===== src/rtl/hbs_pkg.sv =====
// Shared sizing helpers for the high-bit search unit and its leading-one tree.
package hbs_pkg;

    localparam int HBS_DEFAULT_WIDTH = 8;

    function automatic int idx_width(input int w);
        return (w < 2) ? 1 : $clog2(w);
    endfunction

    // Tree is built over the next power of two; bits above the word's MSB are tied to zero.
    function automatic int pad_width(input int w);
        return 1 << idx_width(w);
    endfunction

    localparam int HBS_DEFAULT_PAD_WIDTH = pad_width(HBS_DEFAULT_WIDTH);

endpackage


===== src/rtl/hbs_lod_node.sv =====
// Recursive leading-one node: splits its word in halves and merges their (valid, index) pairs.
module hbs_lod_node #(
    parameter  int W  = 2,
    localparam int IW = $clog2(W)
) (
    input  logic [W-1:0]  data_i,
    output logic          vld_o,
    output logic [IW-1:0] idx_o
);

    if (W == 2) begin : g_leaf
        assign vld_o = |data_i;
        assign idx_o = data_i[1];
    end else begin : g_merge
        logic          hi_vld;
        logic          lo_vld;
        logic [IW-2:0] hi_idx;
        logic [IW-2:0] lo_idx;

        hbs_lod_node #(.W(W/2)) u_hi (
            .data_i (data_i[W-1:W/2]),
            .vld_o  (hi_vld),
            .idx_o  (hi_idx)
        );

        hbs_lod_node #(.W(W/2)) u_lo (
            .data_i (data_i[W/2-1:0]),
            .vld_o  (lo_vld),
            .idx_o  (lo_idx)
        );

        // Upper half has priority; its valid bit becomes the new index MSB.
        assign vld_o = hi_vld | lo_vld;
        assign idx_o = {hi_vld, hi_vld ? hi_idx : lo_idx};
    end

endmodule


===== src/rtl/high_bit_search_unit.sv =====
// Two-stage registered leading-one detector: input register, LOD tree, registered index/onehot/found.
module high_bit_search_unit
    import hbs_pkg::*;
#(
    parameter  int INPUT_WIDTH = HBS_DEFAULT_WIDTH,
    localparam int IDX_WIDTH   = idx_width(INPUT_WIDTH)
) (
    input  logic                   clk,
    input  logic                   rst,
    input  logic [INPUT_WIDTH-1:0] input_data,
    output logic [IDX_WIDTH-1:0]   high_bit_index,
    output logic [INPUT_WIDTH-1:0] high_bit_onehot,
    output logic                   found
);

    localparam int PAD_WIDTH = pad_width(INPUT_WIDTH);

    logic [INPUT_WIDTH-1:0] data_q;
    logic [PAD_WIDTH-1:0]   data_pad;
    logic                   found_d;
    logic [IDX_WIDTH-1:0]   idx_d;
    logic [INPUT_WIDTH-1:0] onehot_d;
    logic                   found_q;
    logic [IDX_WIDTH-1:0]   idx_q;
    logic [INPUT_WIDTH-1:0] onehot_q;

    // Zero-extension keeps the pad bits from ever winning the search.
    assign data_pad = PAD_WIDTH'(data_q);

    hbs_lod_node #(.W(PAD_WIDTH)) u_tree (
        .data_i (data_pad),
        .vld_o  (found_d),
        .idx_o  (idx_d)
    );

    assign onehot_d = found_d ? (INPUT_WIDTH'(1) << idx_d) : '0;

    always_ff @(posedge clk) begin
        if (rst) begin
            data_q   <= '0;
            found_q  <= 1'b0;
            idx_q    <= '0;
            onehot_q <= '0;
        end else begin
            data_q   <= input_data;
            found_q  <= found_d;
            idx_q    <= idx_d;
            onehot_q <= onehot_d;
        end
    end

    assign high_bit_index  = idx_q;
    assign high_bit_onehot = onehot_q;
    assign found           = found_q;

endmodule


===== config.mk =====
export PLATFORM = sky130hd
export DESIGN_NAME = high_bit_search_unit
export DESIGN_NICKNAME = d
export VERILOG_FILES = /design/src/rtl/hbs_pkg.sv /design/src/rtl/hbs_lod_node.sv /design/src/rtl/high_bit_search_unit.sv
export SDC_FILE = /design/constraint.sdc
export NUM_CORES = 1
export LEC_CHECK = 0
export ABC_AREA = 1
export BUFFER_PORTS_ARGS = -buffer_cell sky130_fd_sc_hd__clkbuf_2
export CORE_MARGIN = 4
export CORE_UTILIZATION = 28
export DETAILED_ROUTE_END_ITERATION = 8
export PLACE_DENSITY = 0.49
export REMOVE_ABC_BUFFERS = 1
export SLEW_MARGIN = 20
export SYNTH_ARGS = -nofsm -noshare
export SYNTH_HDL_FRONTEND = slang
export SYNTH_SLANG_ARGS = --single-unit

===== constraint.sdc =====
create_clock -name clk -period 0.9 [get_ports clk]
set_input_delay 0.045 -clock clk [delete_from_list [all_inputs] [get_ports clk]]
set_output_delay 0.045 -clock clk [all_outputs]
set_load 0.01 [all_outputs]

* Word-level counts from Yosys, hierarchy flattened *
Cells that the tools add are included.

cells by class
  shift-type cells = 1
  bitwise gates (word level) = 4
  reduce and logical (&&, ||, !) cells = 5
  muxes and demuxes = 3

operator list
  kind                                             number
  OR reduction 2 bit                               5
  << shifter 1 x 3 -> 8 bit, first input constant  1
  bitwise OR 1 bit                                 3
  two-way mux 1 bit                                2
  two-way mux 2 bit                                1
  inverter 1 bit                                   1

storage, ports and cells
  output and inout port bits = 12
  word-level logic and storage cells = 17
  input bits = 10
  flip-flop bits (word level) = 20

* Logic depth before layout (Yosys ltp) *
Gate-level depths: netlist of the first run.

  word-level depth = 5
  depth in mapped cells = 7
  depth with buffers taken out = 7

* Hierarchy *
Synthesis of the first run repeated with hierarchy kept, for this count alone.

second synthesis, totals
  cells, all modules = 97
  area total of the unflattened synthesis = 743.2 µm²

by module, submodules not included
  module                                               times used  seq. area each (µm²)  area each (µm²)  cells each
  high_bit_search_unit                                 1           400.4                 570.5            60
  hbs_lod_node (u_tree.g_merge.u_hi.g_merge.u_hi ...)  4           0.0                   18.8             4
  hbs_lod_node (u_tree.g_merge.u_hi ...)               2           0.0                   28.8             6
  hbs_lod_node (u_tree)                                1           0.0                   40.0             9

* Worst setup path after synthesis of the first run *
Ideal clock, no wire load.

  path type = reg-to-reg
  from = register data_q[6] (netlist: data_pad[6])
  to = register onehot_q[5] (netlist: high_bit_onehot[5])
  cell stages (with the launch flop) = 6
  path slack = 0.011 ns
  library setup time = 0.126 ns
  arrival time = 0.763 ns
  data required time = 0.774 ns
  path buffers = 0
  period minus slack after synthesis = 0.889 ns
  cell sequence = dfxtp_1 -> inv_2 -> a21oi_1 -> nand2_1 -> nand2_1 -> nor2_1

on the way
  word-level cells in the longest chain between the ends = 5
  elaborated cells between the ends (all ways) = 8
  those cells by class = shift (1); mux (2); bitwise (3); reduce/logical (2)

RTL lines
  element                              RTL line                    source
  from (decl)                          high_bit_search_unit.sv:18  logic [INPUT_WIDTH-1:0] data_q;
  from (signal assigned)               high_bit_search_unit.sv:45  data_q <= input_data;
  OR reduction 2 bit (*)               hbs_lod_node.sv:12          assign vld_o = |data_i;
  bitwise OR 1 bit (2 in series)       hbs_lod_node.sv:33          assign vld_o = hi_vld | lo_vld;
  inverter 1 bit (no source line)      n/a
  OR reduction 2 bit (no source line)  n/a
  to (signal assigned)                 high_bit_search_unit.sv:48  onehot_q <= onehot_d;
  to (decl)                            high_bit_search_unit.sv:25  logic [INPUT_WIDTH-1:0] onehot_q;

Every way passes the cells marked *; elsewhere a longest branch is shown, timed or not.
A chain may end at the register's enable or synchronous reset.

* Worst setup path in the final report of the first run *
  from = register data_q[7] (netlist: data_pad[7])
  to = register found_q (netlist: found)

on the way
  word-level cells in the longest chain between the ends = 3

RTL lines
  element                         RTL line                    source
  OR reduction 2 bit              hbs_lod_node.sv:12
  bitwise OR 1 bit (2 in series)  hbs_lod_node.sv:33
  to (signal assigned)            high_bit_search_unit.sv:46  found_q <= found_d;
  to (decl)                       high_bit_search_unit.sv:23  logic found_q;

Every way passes these cells.

==> results of run 1 <==
[power by group through the flow]
stage	Combinational, W	Sequential, W	Clock (W)
floorplan	0.000102	0.000984	0
global placement	0.000208	0.000970	0
detailed placement	0.000209	0.000971	0
CTS	0.000254	0.000956	0.000527
global route	0.000291	0.000961	0.000554
finish	0.000258	0.000954	0.000504
[state kept, by name, indices dropped and copies added, names as in the netlist]
register and count:
high_bit_index 3, found 1, high_bit_onehot 8, data_pad 8
[what timing repair did]
| item | CTS | global route |
|---|---|---|
| setup buffers | 1 | 1 |
| hold buffers | 8 | 0 |
| endpoints found under the setup margin | 9 | 12 |
| resized for setup | 14 | 2 |
| hold endpoints to repair | 8 | 0 |
| pin swaps | 4 | 3 |
[worst min-delay path, cell delays in order]
cell	delay, ns
clkbuf_2	0.09
buf_4	0.17
nor2_1	0.06
[synthesized netlist by cell type, drive strengths merged]
library cell  count
clkbuf            1
nor2             21
a31oi             1
nand2            10
inv              17
a21oi             3
nand3             3
dfxtp            20
o21ai             2
[kinds of logic (layout without fill, tap and decap cells)]
logic type	after synthesis	after routing
simple gates	34	34
flops	20	20
buf+inv	18	55
compound gates	6	6
[how the worst max path moves through the flow]
stage | end | slack, ns | cells after the start
after floorplan | high_bit_onehot[5]$_SDFF_PP0_ | 0.01 | 5
after global placement | high_bit_onehot[1]$_SDFF_PP0_ | -0.11 | 5
after detailed placement | high_bit_onehot[1]$_SDFF_PP0_ | -0.09 | 5
after CTS | high_bit_onehot[1]$_SDFF_PP0_ | -0.07 | 7
after global routing | high_bit_onehot[7]$_SDFF_PP0_ | -0.14 | 7
final | found$_SDFF_PP0_ | -0.06 | 6
[layer usage]
layer	part of all wire	up-vias	GRT usage
met5	0	-	0
met4	0.012	0	0.0407
met3	0.072	2	0.0325
met2	0.48	20	0.165
met1	0.43	239	0.0885
li1	-	301	-
[layout make-up]
cell class	count	area (um2)	share of cell area
Clock buffer	4	36.3	0.0373
Inverter	17	63.8	0.0656
Multi-Input combinational cell	40	205	0.211
Sequential cell	20	407	0.418
Tap cell	28	35.0	0.0360
Timing Repair Buffer	34	226	0.233
[per-stage QoR]
step | setup WS [ns] | setup TNS [ns] | cells | util
after floorplan | 0.0111 | 0 | 77 | -
after global placement | -0.111 | -0.494 | 130 | 0.369
after detailed placement | -0.0864 | -0.451 | 130 | 0.369
after CTS | -0.0653 | -0.388 | 143 | 0.437
after global routing | -0.136 | -1.17 | 143 | 0.440
final | -0.0621 | -0.353 | 143 | 0.440
==> reports/results.tsv, run 1 <==
metric	value	unit
synth_cells	78	
mostFrequentLayoutCell	clkbuf_2	
antenna_cells	0	
ys_seq_elements	20	
required	1.13	ns
viasPerCell	3.93	
ir_worst_vdd	894	uV
crit_buf_inv	3	
crit_family	flip-flops	
synth-seq-area-share	0.615	
status	finished with violations	
hold_depth	3	
setup_violations	10	
hpwlAfterDp	880	um
crit_fanout	4	
drv_slew	0	
power_frac_clock	0.293	
cp-startpoint	data_pad[7]$_SDFF_PP0_	
synth_area_leaders	dfxtp_1 (62%), nor2_1 (12%), inv_1 (8.1%)	
layout-drive-gt1-share	0.443	
path_cells	inv_2 -> nand2_4 -> nor2_4 -> buf_4 -> buf_6 -> a31oi_1	
antenna_found_initial	0	
core.rowCount	17	
hp-start	rst	
io_buffers	21	
worstMarginPinSlew	0.197	ns
r2r_cells	6	
area_growth_syn_to_layout	49.6	%
reg2reg_slack	-0.06	ns
final_cell_mix	clkbuf_2 (21), nor2_1 (19), dfxtp_1 (15)	
dieArea	3160	um2
reg2reg_from	data_pad[7]$_SDFF_PP0_	
whs_endpoint	data_pad[4]$_SDFF_PP0_	
crit_slowest_cell	dfxtp_2	
fin_area	973	um2
final_net_count	126	
numCtsBuffers	3	
first_iter_violations	1	
wire_per_inst	8.33	um
n_fill_cell	241	
synth_compound_area_frac	0.0481	
core_area	2210	um2
intPower	0.00131	W
cp-end-kind	flop	
max_stage_delay	0.36	ns
finalHoldViolations	0	
firstDrtPassIters	2	
hp-class	in -> reg	
syn_area_per_cell	8.34	um2
insertion_delay	0.29	ns
synth_top_family_by_area	simple AND/OR/NAND/NOR gates	
grt_max_degree	12	
yosysTopAreaCell	dfxtp_1	
timing.final.crit_period	0.962	ns
initial_utilization	0.294	
yosys.area_share.simple	0.233	
vias	562	
power_frac_comb	0.151	
rsz0062_at_grt	true	
power.total	0.00172	W
cts_htree_levels	1	
worst_slack	-0.0621	ns
cts_buffer_depth	2	
die_y	56.2	um
grt_use_total	0.0898	
p_sw	0.000408	W
drc	0	
cap_violations	0	
synth_top_cell_area_share	0.615	
grt_remaining_overflow	0	
yosysWarnings	0	
violations	negative setup slack	
cts.sink_count	20	
worst-setup-path-type	reg -> reg	
cts_tree	built	
die_w	56.2	um
timing.critical_path.from_type	flop	
p_sw_frac	0.238	
finalClockSkew	0.00346	ns
min_period_over_period	1.07	
gp_congestion	0.757	
clk_pin_slew_worst_paths	0.11	ns
reg2reg_to	found$_SDFF_PP0_	
timing.hold.ws	0.0961	ns
max_freq	1040	MHz
place_area	817	um2
synth_xor_area_frac	0	
synth.area.mux_share	0	
grt_pass1_vias	581	
ios	22	
relSlewSlack	0.868	
powerDensity	1760	nW/um2
cp.arrival	1.19	ns
grt_pass1_wl	2.26	mm
synth_fa_ha_area_frac	0	
wl	1.19	mm
syn_area	651	um2
ant_nets	0	
synth.distinct_cells	13	
p_leak	0.501	nW
root_buffer	clkbuf_4	
seqPwrFrac	0.556	
Note: power is estimated with default switching activity, not from simulation.
==> run 2: changes to the inputs <==
--- a/config.mk
+++ b/config.mk
@@ -5,12 +5,11 @@
 export SDC_FILE = /design/constraint.sdc
 export NUM_CORES = 1
 export LEC_CHECK = 0
-export ABC_AREA = 1
-export BUFFER_PORTS_ARGS = -buffer_cell sky130_fd_sc_hd__clkbuf_2
+export BUFFER_PORTS_ARGS = -buffer_cell sky130_fd_sc_hd__buf_2
 export CORE_MARGIN = 4
 export CORE_UTILIZATION = 28
 export DETAILED_ROUTE_END_ITERATION = 8
-export PLACE_DENSITY = 0.49
+export PLACE_DENSITY = 0.5
 export REMOVE_ABC_BUFFERS = 1
 export SLEW_MARGIN = 20
 export SYNTH_ARGS = -nofsm -noshare
==> run 2 against run 1 <==
- the flow still finishes with violations (negative setup slack)
- die area decreased by 4.8%
- maximum frequency shrank 25%
- sequential cell count is the same
- hold slack worse by 0.0043 ns
- combinational power up 2%
- count of clock-buffer cells in the layout fell by 1
- power shrank 6.4%
==> reports/results.tsv, run 2 <==
metric	value	unit	change
hp-class	in -> reg		unchanged
rsz0062_at_grt	true		unchanged
finalSetupTns	-2.17	ns	was -0.353 ns
ys_seq_elements	20		unchanged
cp.depth	3		was 6
core.rowCount	16		was 17
violations	negative setup slack		unchanged
ant_nets	0		unchanged
antenna_cells	0		unchanged
numCtsBuffers	3		unchanged
reg2reg_from	data_pad[7]$_SDFF_PP0_		unchanged
cp.arrival	1.50	ns	was 1.19 ns
synthArstFlopShare	0		unchanged
firstDrtPassIters	4		was 2
gp_congestion	0.827		was 0.757
grt_pass1_vias	524		was 581
dieArea	3010	um2	was 3160 um2
yosys-top-cells-count	dfxtp_1 (20), nor2b_1 (9), nor3_1 (6), nor2_1 (5)		was dfxtp_1 (20), nor2_1 (20), inv_1 (14), nand2_1 (7)
drv_slew	0		unchanged
insertion_delay	0.29	ns	about the same
synth.distinct_cells	18		was 13
max_freq	775	MHz	was 1040 MHz
first_iter_violations	1		unchanged
area_growth_syn_to_layout	68.0	%	was 49.6%
timing.critical_path.from_type	flop		unchanged
status	finished with violations		unchanged
io_buffers	21		unchanged
vias	530		was 562
reg2reg_to	high_bit_onehot[3]$_SDFF_PP0_		was found$_SDFF_PP0_
p_leak	0.456	nW	was 0.501 nW
crit_family	simple AND/OR/NAND/NOR gates		was flip-flops
relSlewSlack	0.743		was 0.868
reg2reg_slack	-0.39	ns	was -0.06 ns
yosysWarnings	0		unchanged
grt_max_degree	17		was 12
crit_fanout	4		unchanged
cap_violations	0		unchanged
required	1.12	ns	was 1.13 ns
finalClockSkew	0.00730	ns	was 0.00346 ns
synth_top_cell_area_share	0.652		was 0.615
worstMarginPinSlew	0.381	ns	was 0.197 ns
path_cells	or2_4 -> or4_4 -> nor3_2		was inv_2 -> nand2_4 -> nor2_4 -> buf_4 -> buf_6 -> a31oi_1
cts_buffer_depth	2		unchanged
worst-setup-path-type	reg -> reg		unchanged
timing.final.crit_period	1.29	ns	was 0.962 ns
ios	22		unchanged
wire_per_inst	10.2	um	was 8.33 um
cp-end-kind	flop		unchanged
root_buffer	clkbuf_4		unchanged
cts_htree_levels	1		unchanged
final_net_count	111		was 126
powerDensity	1560	nW/um2	was 1760 nW/um2
yosysTopAreaCell	dfxtp_1		unchanged
hpwlAfterDp	917	um	was 880 um
finalHoldViolations	0		unchanged
layout-drive-gt1-share	0.535		was 0.443
max_stage_delay	0.46	ns	was 0.36 ns
r2r_cells	3		was 6
final_cell_mix	buf_2 (21), dfxtp_1 (15), buf_4 (10)		was clkbuf_2 (21), nor2_1 (19), dfxtp_1 (15)
clk_pin_slew_worst_paths	0.11	ns	about the same
synth-seq-area-share	0.652		was 0.615
final-instance-count-excl-fill	126		was 143
synth_edf_count	0		unchanged
n_fill_cell	205		was 241
cts_tree	built		unchanged
die_y	54.8	um	was 56.2 um
die_w	54.8	um	was 56.2 um
grt_pass1_wl	2.15	mm	was 2.26 mm
synth_cells	56		was 78
utilization	0.511		was 0.440
crit_slowest_cell	or4_4		was dfxtp_2
viasPerCell	4.21		was 3.93
cts.sink_count	20		unchanged
syn_area_per_cell	11.0	um2	was 8.34 um2
placedCellCount	113		was 130
critPathCapture	high_bit_onehot[3]$_SDFF_PP0_		was found$_SDFF_PP0_
crit_buf_inv	0		was 3
antenna_found_initial	0		unchanged
power.total	0.00161	W	was 0.00172 W
grt_remaining_overflow	0		unchanged
core_area	2020	um2	was 2210 um2
ir_worst_vdd	907	uV	was 894 uV
setup_violations	10		unchanged
yosysMostFrequentCell	dfxtp_1		
min_period_over_period	1.43		was 1.07
initial_utilization	0.304		was 0.294
cp-startpoint	data_pad[7]$_SDFF_PP0_		unchanged
syn_area	614	um2	was 651 um2
drc	0		unchanged
ys.flop_type	dfxtp_1		unchanged
synth_area_leaders	dfxtp_1 (65%), nor2b_1 (9.2%), nor3_1 (4.9%)		was dfxtp_1 (62%), nor2_1 (12%), inv_1 (8.1%)
wl	1.29	mm	was 1.19 mm
grt_use_total	0.105		was 0.0898
worst_slack	-0.390	ns	was -0.0621 ns
mostFrequentLayoutCell	buf_2		was clkbuf_2
-- run 2: changes by cell type after synthesis, moves of 6 or more --
cell	previous run	this run
nor2b_1	0	9
inv_1	14	2
nand2_1	7	0
nor3_1	0	6
nor2_1	20	5
-- run 2: repair_timing --
item / in CTS / in global routing
resized for setup: 17 / 5
hold buffers: 8 / 0
setup buffers: 1 / 3
pin swaps: 4 / 6
endpoints found under the setup margin: 10 / 10
endpoints found under the hold margin: 8 / 0
-- run 2: worst min-delay path by stage --
| stage | start | end | cells past startpoint | slack, ns |
|---|---|---|---|---|
| finish | rst | high_bit_onehot[3]$_SDFF_PP0_ | 3 | 0.09 |
| global route | rst | high_bit_onehot[3]$_SDFF_PP0_ | 3 | 0.10 |
| CTS | rst | high_bit_onehot[3]$_SDFF_PP0_ | 3 | 0.08 |
| detailed placement | input_data[1] | data_pad[1]$_SDFF_PP0_ | 2 | 0.26 |
| global placement | input_data[0] | data_pad[0]$_SDFF_PP0_ | 2 | 0.25 |
| floorplan | rst | found$_SDFF_PP0_ | 1 | 0.11 |
-- run 2: cells by family after synthesis --
family                 synth area share
and+or+nand+nor                   0.275
DFF                               0.652
AOI/OAI and AO/OA                0.0550
buffers and inverters            0.0183
-- run 2: worst register-to-register path: cells and delay by family, from the launching register on --
kind	cells	cell delay (ns)
simple gates	3	0.88
flops	1	0.35
-- run 2: where the power goes --
part	switching [W]	internal [W]	total [W]
Combinational	0.000114	0.000150	0.000264
Clock	0.000241	0.000155	0.000396
Sequential	0.0000175	0.000929	0.000946
Total	0.000372	0.00123	0.00161
-- run 2: final cells by class --
class	instances	area [um2]	share of cell area
Clock buffer	3	22.5	0.0218
Timing Repair Buffer	41	283	0.274
Tap cell	27	33.8	0.0327
Inverter	2	7.51	0.00727
Multi-Input combinational cell	33	277	0.268
Sequential cell	20	409	0.396
-- run 2: per-layer routing --
layer	global-route usage	part of all wire	up-vias
met3	0.0327	0.052	2
met5	0	0	-
met4	0.0622	0.015	0
met2	0.183	0.51	14
met1	0.109	0.42	237
li1	-	-	277
-- run 2: stage by stage --
stage	hold WS (ns)	setup slack (ns)	cell area, um2
CTS	0.0753	-0.363	1000
floorplan	0.114	-0.319	611
finish	0.0918	-0.390	1030
global placement	0.253	-0.353	825
global route	0.103	-0.428	1030
detailed placement	0.259	-0.372	825
